<file path="src/rtl/dac_sample_feeder_if.sv">
// dac_sample_feeder_if: sample stream into the feeder and frame-rate stream out to the DAC serializer.
interface dac_sample_feeder_if #(parameter int DW = 16);
   logic [DW-1:0] s_data;
   logic          s_valid;
   logic          s_ready;
   logic [DW-1:0] m_data;
   logic          m_load;
   modport master (output s_data, s_valid, input s_ready, m_data, m_load);
   modport slave  (input s_data, s_valid, output s_ready, m_data, m_load);
endinterface

</file>
<file path="src/rtl/dac_sample_feeder.sv">
// dac_sample_feeder: FIFO-buffers signed samples and releases one offset-binary sample per DAC frame.
// Define DAC_FEEDER_UNDERFLOW_MIDSCALE_EN to output midscale and re-prime on underflow instead of holding.
module dac_sample_feeder #(
   parameter int DW    = 16,
   parameter int DEPTH = 8,
   parameter int FRAME = 24
) (
   input  logic                   clk,
   input  logic                   reset,
   input  logic                   en,
   dac_sample_feeder_if.slave     sif,
   output logic [$clog2(DEPTH):0] fifo_level,
   output logic [15:0]            underflow_cnt
);
   localparam int AW = $clog2(DEPTH);
   localparam int CW = $clog2(FRAME);
   localparam logic [AW:0]    FULL = (AW+1)'(DEPTH);
   localparam logic [AW:0]    HALF = (AW+1)'(DEPTH / 2);
   localparam logic [CW-1:0]  LAST = CW'(FRAME - 1);
   localparam logic [DW-1:0]  MID  = {1'b1, {DW-1{1'b0}}};
`ifdef DAC_FEEDER_UNDERFLOW_MIDSCALE_EN
   localparam bit UF_MID = 1'b1;
`else
   localparam bit UF_MID = 1'b0;
`endif
   typedef enum logic {PRIME, RUN} state_t;
   state_t        state, state_nxt;
   logic [CW-1:0] cnt;
   logic [AW-1:0] wr_ptr, rd_ptr;
   logic [DW-1:0] mem [DEPTH];
   logic [DW-1:0] m_data_nxt;
   logic          tick, push, pop, empty_tick, prime_ok;

   assign sif.s_ready = !reset && fifo_level != FULL;
   assign push        = sif.s_valid && sif.s_ready;
   assign tick        = en && cnt == LAST;
   assign prime_ok    = fifo_level >= HALF;

   always_ff @(posedge clk)
      if (reset) state <= PRIME;
      else state <= state_nxt;

   always_comb
      state_nxt = (state == PRIME && tick && prime_ok) ? RUN :
                  (UF_MID && empty_tick) ? PRIME : state;

   // The priming tick already pops, so pop is qualified by prime_ok as well as RUN.
   always_comb begin
      pop        = tick && fifo_level != '0 && (state == RUN || prime_ok);
      empty_tick = tick && state == RUN && fifo_level == '0;
      m_data_nxt = pop ? mem[rd_ptr] ^ MID :
                   (tick && (state == PRIME || (UF_MID && empty_tick))) ? MID : sif.m_data;
   end

   always_ff @(posedge clk)
      if (push) mem[wr_ptr] <= sif.s_data;

   always_ff @(posedge clk)
      if (reset) begin
         cnt           <= '0;
         wr_ptr        <= '0;
         rd_ptr        <= '0;
         fifo_level    <= '0;
         underflow_cnt <= '0;
         sif.m_load    <= 1'b0;
         sif.m_data    <= MID;
      end else begin
         if (en) cnt <= tick ? '0 : cnt + 1'b1;
         if (push) wr_ptr <= wr_ptr + 1'b1;
         if (pop) rd_ptr <= rd_ptr + 1'b1;
         fifo_level <= (push && !pop) ? fifo_level + 1'b1 :
                       (pop && !push) ? fifo_level - 1'b1 : fifo_level;
         if (empty_tick && underflow_cnt != '1) underflow_cnt <= underflow_cnt + 1'b1;
         sif.m_load <= tick;
         sif.m_data <= m_data_nxt;
      end
endmodule

</file>
<file path="src/flat_wrapper.sv">
// flat-port wrapper written by rule: the top's interface ports become plain ports
module dac_sample_feeder_flat 
#(
   parameter int DW    = 16,
   parameter int DEPTH = 8,
   parameter int FRAME = 24
)
  (clk, reset, en, fifo_level, underflow_cnt, sif_s_data, sif_s_valid, sif_s_ready, sif_m_data, sif_m_load);
  dac_sample_feeder_if #(.DW(DW)) sif_i ();
  input  logic clk;
  input  logic reset;
  input  logic en;
  output logic [$clog2(DEPTH):0] fifo_level;
  output logic [15:0] underflow_cnt;
  input wire logic [$bits(sif_i.s_data)-1:0] sif_s_data;
  input wire logic [$bits(sif_i.s_valid)-1:0] sif_s_valid;
  output wire logic [$bits(sif_i.s_ready)-1:0] sif_s_ready;
  output wire logic [$bits(sif_i.m_data)-1:0] sif_m_data;
  output wire logic [$bits(sif_i.m_load)-1:0] sif_m_load;
  assign sif_i.s_data = sif_s_data;
  assign sif_i.s_valid = sif_s_valid;
  assign sif_s_ready = sif_i.s_ready;
  assign sif_m_data = sif_i.m_data;
  assign sif_m_load = sif_i.m_load;
  dac_sample_feeder #(.DW(DW), .DEPTH(DEPTH), .FRAME(FRAME)) u_core (.clk(clk), .reset(reset), .en(en), .sif(sif_i), .fifo_level(fifo_level), .underflow_cnt(underflow_cnt));
endmodule
</file>
<file path="config.mk">
export PLATFORM = sky130hd
export DESIGN_NAME = dac_sample_feeder_flat
export DESIGN_NICKNAME = d
export VERILOG_FILES = /design/src/rtl/dac_sample_feeder_if.sv /design/src/rtl/dac_sample_feeder.sv /design/src/flat_wrapper.sv
export SDC_FILE = /design/constraint.sdc
export NUM_CORES = 1
export LEC_CHECK = 0
export ABC_AREA = 1
export BUFFER_PORTS_ARGS = -buffer_cell sky130_fd_sc_hd__buf_2
export CAP_MARGIN = 20
export CORE_MARGIN = 8
export CORE_UTILIZATION = 44
export CTS_CLUSTER_DIAMETER = 200
export DETAILED_ROUTE_END_ITERATION = 6
export GPL_ROUTABILITY_DRIVEN = 1
export PLACE_DENSITY = 0.58
export REMOVE_ABC_BUFFERS = 1
export SKIP_LAST_GASP = 1
export SLEW_MARGIN = 0
export SYNTH_ARGS = -nofsm -noshare
export SYNTH_HDL_FRONTEND = slang
export SYNTH_SLANG_ARGS = --single-unit
</file>
<file path="constraint.sdc">
create_clock -name clk -period 2.85 [get_ports clk]
set_clock_uncertainty 0.1 [all_clocks]
set_input_delay 0 -clock clk [delete_from_list [all_inputs] [get_ports clk]]
set_output_delay 0 -clock clk [all_outputs]
set_load 0.1 [all_outputs]
</file>
After elaboration in Yosys (flattened, before gate mapping)
Memory sizes are Yosys's and may differ from the RTL's. A register that Yosys moved wholly into a read port is not among the register bits.
Index checks and enable logic that the tools add are counted.
Word-level totals
  word-level logic and storage cells: 50
  memories: 1
  bits in writable memories: 128
  flip-flop bits (word level): 49
  output and inout bits: 38
  input bits: 20
Operators by class
  reductions and logical operators: 20
  add/sub/neg operators: 6
  bitwise logic cells: 2
  multiplexer cells: 9
  eq/ne operators: 3
  $lt $le $gt $ge: 1
Memories
  u_core.mem: words 8, width 16, read ports 1, clocked after memory_dff 1, wr ports 1, RTL line dac_sample_feeder.sv:30  | logic [DW-1:0] mem [DEPTH];
Operator list (number)
  2-to-1 mux 16 bit: 2
  adder 16 x 1 -> 16 bit, second input constant: 1
  inequality test 16 bit, second input constant: 1
  logical AND 1 bit: 12
  2-to-1 mux 4 bit: 2
  adder 3 x 1 -> 3 bit, second input constant: 2
  2-to-1 mux 3 bit: 2
  adder 5 x 1 -> 5 bit, second input constant: 1
  == test 5 bit, second input constant: 1
  2-to-1 mux 5 bit: 1
  adder 4 x 1 -> 4 bit, second input constant: 1
  >= comparator 4 x 3 -> 1 bit, second input constant: 1
  zero test 4 bit: 1
  inequality test 4 bit, second input constant: 1
  nonzero test 2 bit: 2
  nonzero test 4 bit: 1
  subtractor 4 x 1 -> 4 bit, second input constant: 1
  zero test 1 bit: 3
  2-to-1 mux 1 bit: 2
  inverter 1 bit: 2
  logical OR 1 bit: 1

Longest topological paths before layout
  depth after elaboration: 7
  gate-level depth with buffers: 15
  mapped depth without buffers: 15

Worst setup path before layout
No wires, ideal clock.
  kind: reg-to-reg
  start point: register u_core.fifo_level[2]
  end point: memory u_core.mem[7][0], enable pin
  slack: -0.336 ns
  data arrival time: 2.676 ns
  buffers on the path: 0
  setup time: 0.409 ns
  cell stages (with the launch flop): 5
  data required time: 2.341 ns
  cell sequence: dfxtp_1 > inv_1 > nand3_1 > nand3_1 > nor3_1
Between the ends
  cells in the longest elaborated chain, start to end: 5
Ends and longest elaborated chain
  start: declaration: RTL line dac_sample_feeder.sv:12  | output logic [$clog2(DEPTH):0] fifo_level,
  start signal: assignment: RTL line dac_sample_feeder.sv:71  | fifo_level <= (push && !pop) ? fifo_level + 1'b1 :
  inequality test 4 bit: RTL line dac_sample_feeder.sv:34  | assign sif.s_ready = !reset && fifo_level != FULL;
  logical AND 1 bit: RTL line dac_sample_feeder.sv:34
  logical AND 1 bit: RTL line dac_sample_feeder.sv:35  | assign push = sif.s_valid && sif.s_ready;
  2-to-1 mux 1 bit: RTL line dac_sample_feeder.sv:56  | if (push) mem[wr_ptr] <= sif.s_data;
  2-to-1 mux 1 bit (not written as such): RTL line dac_sample_feeder.sv:56
  end: declaration: RTL line dac_sample_feeder.sv:30
No other way between the ends.

Worst setup path in the final report
  start point: register u_core.fifo_level[0]
  end point: register u_core.fifo_level[3]
Between the ends
  cells in the longest elaborated chain, start to end: 6
Ends and longest elaborated chain
  inequality test 4 bit (*): RTL line dac_sample_feeder.sv:34
  logical AND 1 bit (*): RTL line dac_sample_feeder.sv:34
  logical AND 1 bit (*): RTL line dac_sample_feeder.sv:35
  named net u_core.push: RTL line dac_sample_feeder.sv:32  | logic tick, push, pop, empty_tick, prime_ok;
  zero test 1 bit: RTL line dac_sample_feeder.sv:72  | (pop && !push) ? fifo_level - 1'b1 : fifo_level;
  logical AND 1 bit: RTL line dac_sample_feeder.sv:72
  nonzero test 2 bit (no source line)
Mark *: on every way through the listed nets, which the timed path passes. The rest lies on a longest branch. The select of a mux whose other input is x is not followed.
A chain may end at the register's enable or synchronous reset.

==> impl_metrics.json <==
{
  "synthFlopType": "sky130_fd_sc_hd__edfxtp_1",
  "ys_seq_elements": 180,
  "synth-edff-count": 128,
  "vias_in_the_first_global_route": 5119,
  "setup_violations": 0,
  "layout_common_cells": "sky130_fd_sc_hd__nor2_1 (156), sky130_fd_sc_hd__edfxtp_1 (128), sky130_fd_sc_hd__nand2_1 (97)",
  "std_cell_rows": 47,
  "finalWeightedCongestion": 0.813,
  "grt_util_met3_pct": 3.90,
  "drt.antenna.violating_nets": 0,
  "remaining_drc_errors": 0,
  "tritoncts": "yes",
  "max_slew_margin_pct": 53.3,
  "worstSkewPairLatency_ps": 430,
  "multi_input_area_um2": 2360,
  "data_required_time_at_the_worst_endpoint_ps": 3100,
  "track_usage_pct": 16.3,
  "worstHoldPathType": "in -> reg",
  "drtPass1Iterations": 4,
  "syn2layout_area_growth_pct": 18.1,
  "post_synth.cell_area_avg_um2": 10.3,
  "groute.layer.met1.usage_pct": 20.4,
  "syn-instance-count": 732,
  "max_cap_viols": 0,
  "dp_hpwl_um": 10100,
  "starting_density_of_the_core_pct": 45.2,
  "h-tree-depth": 4,
  "power_density_nw_per_um2": 612,
  "drt-vias-per-instance": 5.09,
  "total_die_area_um2": 21500,
  "setup_repair_after_global_routing_missed_its_margin": "no",
  "chipHeight_um": 147,
  "path_max_fanout": 8,
  "core_area_um2": 16600,
  "final-max-slew-violation-count": 0,
  "final_layout_size_suffix_gt1_share_pct": 17.5,
  "post_route_total_power_mw": 5.43,
  "floorplan.io_pins": 58,
  "critPathMostFrequentCell": "sky130_fd_sc_hd__nand2_1",
  "clock.fmax_ghz": 0.401,
  "async_flop_share_pct": 0,
  "seq_power_share_pct": 52.5,
  "seq_area_um2": 4890,
  "worst-slew-pin-transition_ps": 698,
  "layout.cells.most_common": "sky130_fd_sc_hd__nor2_1",
  "wire_length_of_the_first_global_routing_pass_um": 27500,
  "cts_repair_resize_count": 0,
  "worst-endpoint-arrival_ps": 2740,
  "hold_violations_final": 0,
  "layout.cell_area.non_filler_um2": 8880,
  "ff2ff_setup_slack_ps": 360,
  "ys.warnings.count": 0,
  "cell_chosen_for_the_clock_root": "sky130_fd_sc_hd__clkbuf_16",
  "power.share.clock_pct": 43.1,
  "cp-start-kind": "flop",
  "placed_cell_area_um2": 8100,
  "timing.critical_path.slowest_cell_delay_ps": 360,
  "finalCriticalPeriod_ps": 2490,
  "crit_family": "simple AND/OR/NAND/NOR gates",
  "critical_path.endpoint_type": "flop",
  "worstPathBufferInverterCount": 2,
  "chipWidth_um": 147,
  "cell_internal_pwr_mw": 4.24,
  "port-buffer-count": 57,
  "nets": 843,
  "syn_area_um2": 7520,
  "fillerInstances": 1432,
  "antenna_violations_before_repair": 0,
  "post-synth-top-area-fraction_pct": 51.1,
  "sw_frac_of_total_pct": 22.0,
  "path_class": "reg -> reg",
  "portion_of_the_post_synthesis_area_used_by_sequential_elements_pct": 65.0,
  "clkTransAtPathRegs_ps": 60,
  "worst_path_max_delay_cell": "sky130_fd_sc_hd__dfxtp_1",
  "cts-root-to-sink-buffers": 2,
  "route.detailed.wl_per_inst_um": 16.4,
  "synth_top_area_cell": "sky130_fd_sc_hd__edfxtp_1",
  "list_of_cells_traversed_by_the_critical_path": "nor2_2 > nand3_1 > nand3_1 > inv_1 > ha_1 > inv_1 > ha_1 > nand2_1 > nand2_1 > nor2_1 > xnor2_1 > nand2_1 > a21oi_1",
  "n_antenna_cell": 0,
  "grt_start_max_net_pins": 41,
  "final_min_period_over_clock_period_pct": 87.5,
  "grt-busiest-layer": "met2",
  "met2_capacity_usage_during_global_routing_pct": 27.5,
  "outcome": "completed",
  "wirelength_um": 17100,
  "clkSinkCount": 180,
  "cts_made_buffers": 17,
  "globalRouteOverflowTotal": 0,
  "route.vias.total": 5333,
  "synth.lib_cells_used.distinct": 34,
  "net-switching-power_mw": 1.19,
  "combPwrFrac_pct": 4.5,
  "post-cts-setup-buffer-count": 0,
  "first_iter_violations": 340,
  "leakage_nw": 3.27,
  "irDropWorstVdd_mv": 0.441,
  "synth_area_leaders": "sky130_fd_sc_hd__edfxtp_1 (51%), sky130_fd_sc_hd__dfxtp_1 (14%), sky130_fd_sc_hd__nor2_1 (7.8%)"
}
==> per-layer routing <==
layer / vias to the layer above / routed length (um)
met1: 2542 / 7420
met2: 125 / 8730
met3: 11 / 850
met5: - / 0
met4: 0 / 150
li1: 2655 / -
==> repair_timing <==
item                       in CTS  in global routing
setup endpoints to repair       0                  0
hold buffers                   19                  0
hold endpoints to repair      146                  0
==> area by class of cell <==
cell class | count | share of cell area (%)
sequential | 180 | 55.0
multi-input combinational | 483 | 26.6
timing repair buffer | 96 | 7.05
clock buffer | 20 | 5.03
tap | 220 | 3.10
clock inverter | 12 | 1.62
inverter | 37 | 1.56
==> sequential cells by signal, summed over array words and instances, names as in the netlist, named ones only <==
register,flops
u_core.underflow_cnt,16
u_core.state,1
u_core.fifo_level,4
u_core.wr_ptr,3
u_core.cnt,5
u_core.sif.m_data,16
u_core.sif.m_load,1
u_core.mem,128
u_core.rd_ptr,3
==> Yosys cell counts (8+ instances only) <==
library cell / n
sky130_fd_sc_hd__nor2_1: 156
sky130_fd_sc_hd__inv_1: 31
sky130_fd_sc_hd__nand3_1: 65
sky130_fd_sc_hd__a21oi_2: 8
sky130_fd_sc_hd__a21oi_1: 33
sky130_fd_sc_hd__nand2_2: 9
sky130_fd_sc_hd__dfxtp_1: 52
sky130_fd_sc_hd__o21ai_0: 63
sky130_fd_sc_hd__edfxtp_1: 128
sky130_fd_sc_hd__nand2_1: 97
sky130_fd_sc_hd__clkbuf_1: 14
sky130_fd_sc_hd__o21ai_1: 9
sky130_fd_sc_hd__buf_2: 9
==> power groups by stage <==
stage	clock network, mW	registers [mW]	logic [mW]
after floorplan	0	2.94	0.0979
after detailed placement	0	2.91	0.223
after global routing	2.50	2.85	0.268
final	2.34	2.85	0.243
after CTS	2.38	2.85	0.247
after global placement	0	2.91	0.213
==> metrics by stage <==
stage / utilization [%] / setup slack, ps / std cells / hold WS [ps] / setup TNS (ps)
2_1_floorplan: - / -339 / 700 / -37.6 / -28760
3_3_place_gp: 48.7 / 505 / 997 / 162 / 0
3_5_place_dp: 48.7 / 377 / 997 / 166 / 0
4_1_cts: 53.3 / 359 / 1048 / 8.84 / 0
5_1_grt: 53.3 / 123 / 1048 / 52.5 / 0
6_report: 53.3 / 357 / 1048 / 29.8 / 0
==> tightest hold or removal path, cell delays in order <==
cell,delay [ps]
sky130_fd_sc_hd__buf_2,100
sky130_fd_sc_hd__nand3_1,280
sky130_fd_sc_hd__a21oi_1,130
==> path summary, 6_finish.rpt <==
check | startpoint | to | cells after the start
hold reg to reg | u_core.sif.m_data[4] | u_core.sif.m_data[4] | 2
hold / removal | sif_s_valid | u_core.wr_ptr[1] | 3
setup reg to reg | u_core.fifo_level[0] | u_core.fifo_level[3] | 13
setup / recovery | u_core.fifo_level[0] | u_core.fifo_level[3] | 13
==> cell families (layout without fill, tap and decap cells) <==
group / Yosys count / in the layout / share of synthesized area (%)
AOI/OAI and AO/OA: 116 / 116 / 8.21
and+or+nand+nor: 349 / 349 / 20.4
DFF: 180 / 180 / 65.0
adders and majority gates: 8 / 8 / 1.43
buffers and inverters: 69 / 165 / 3.85
xor gates and xnor gates: 10 / 10 / 1.17
(Power assumes the default switching activity.)
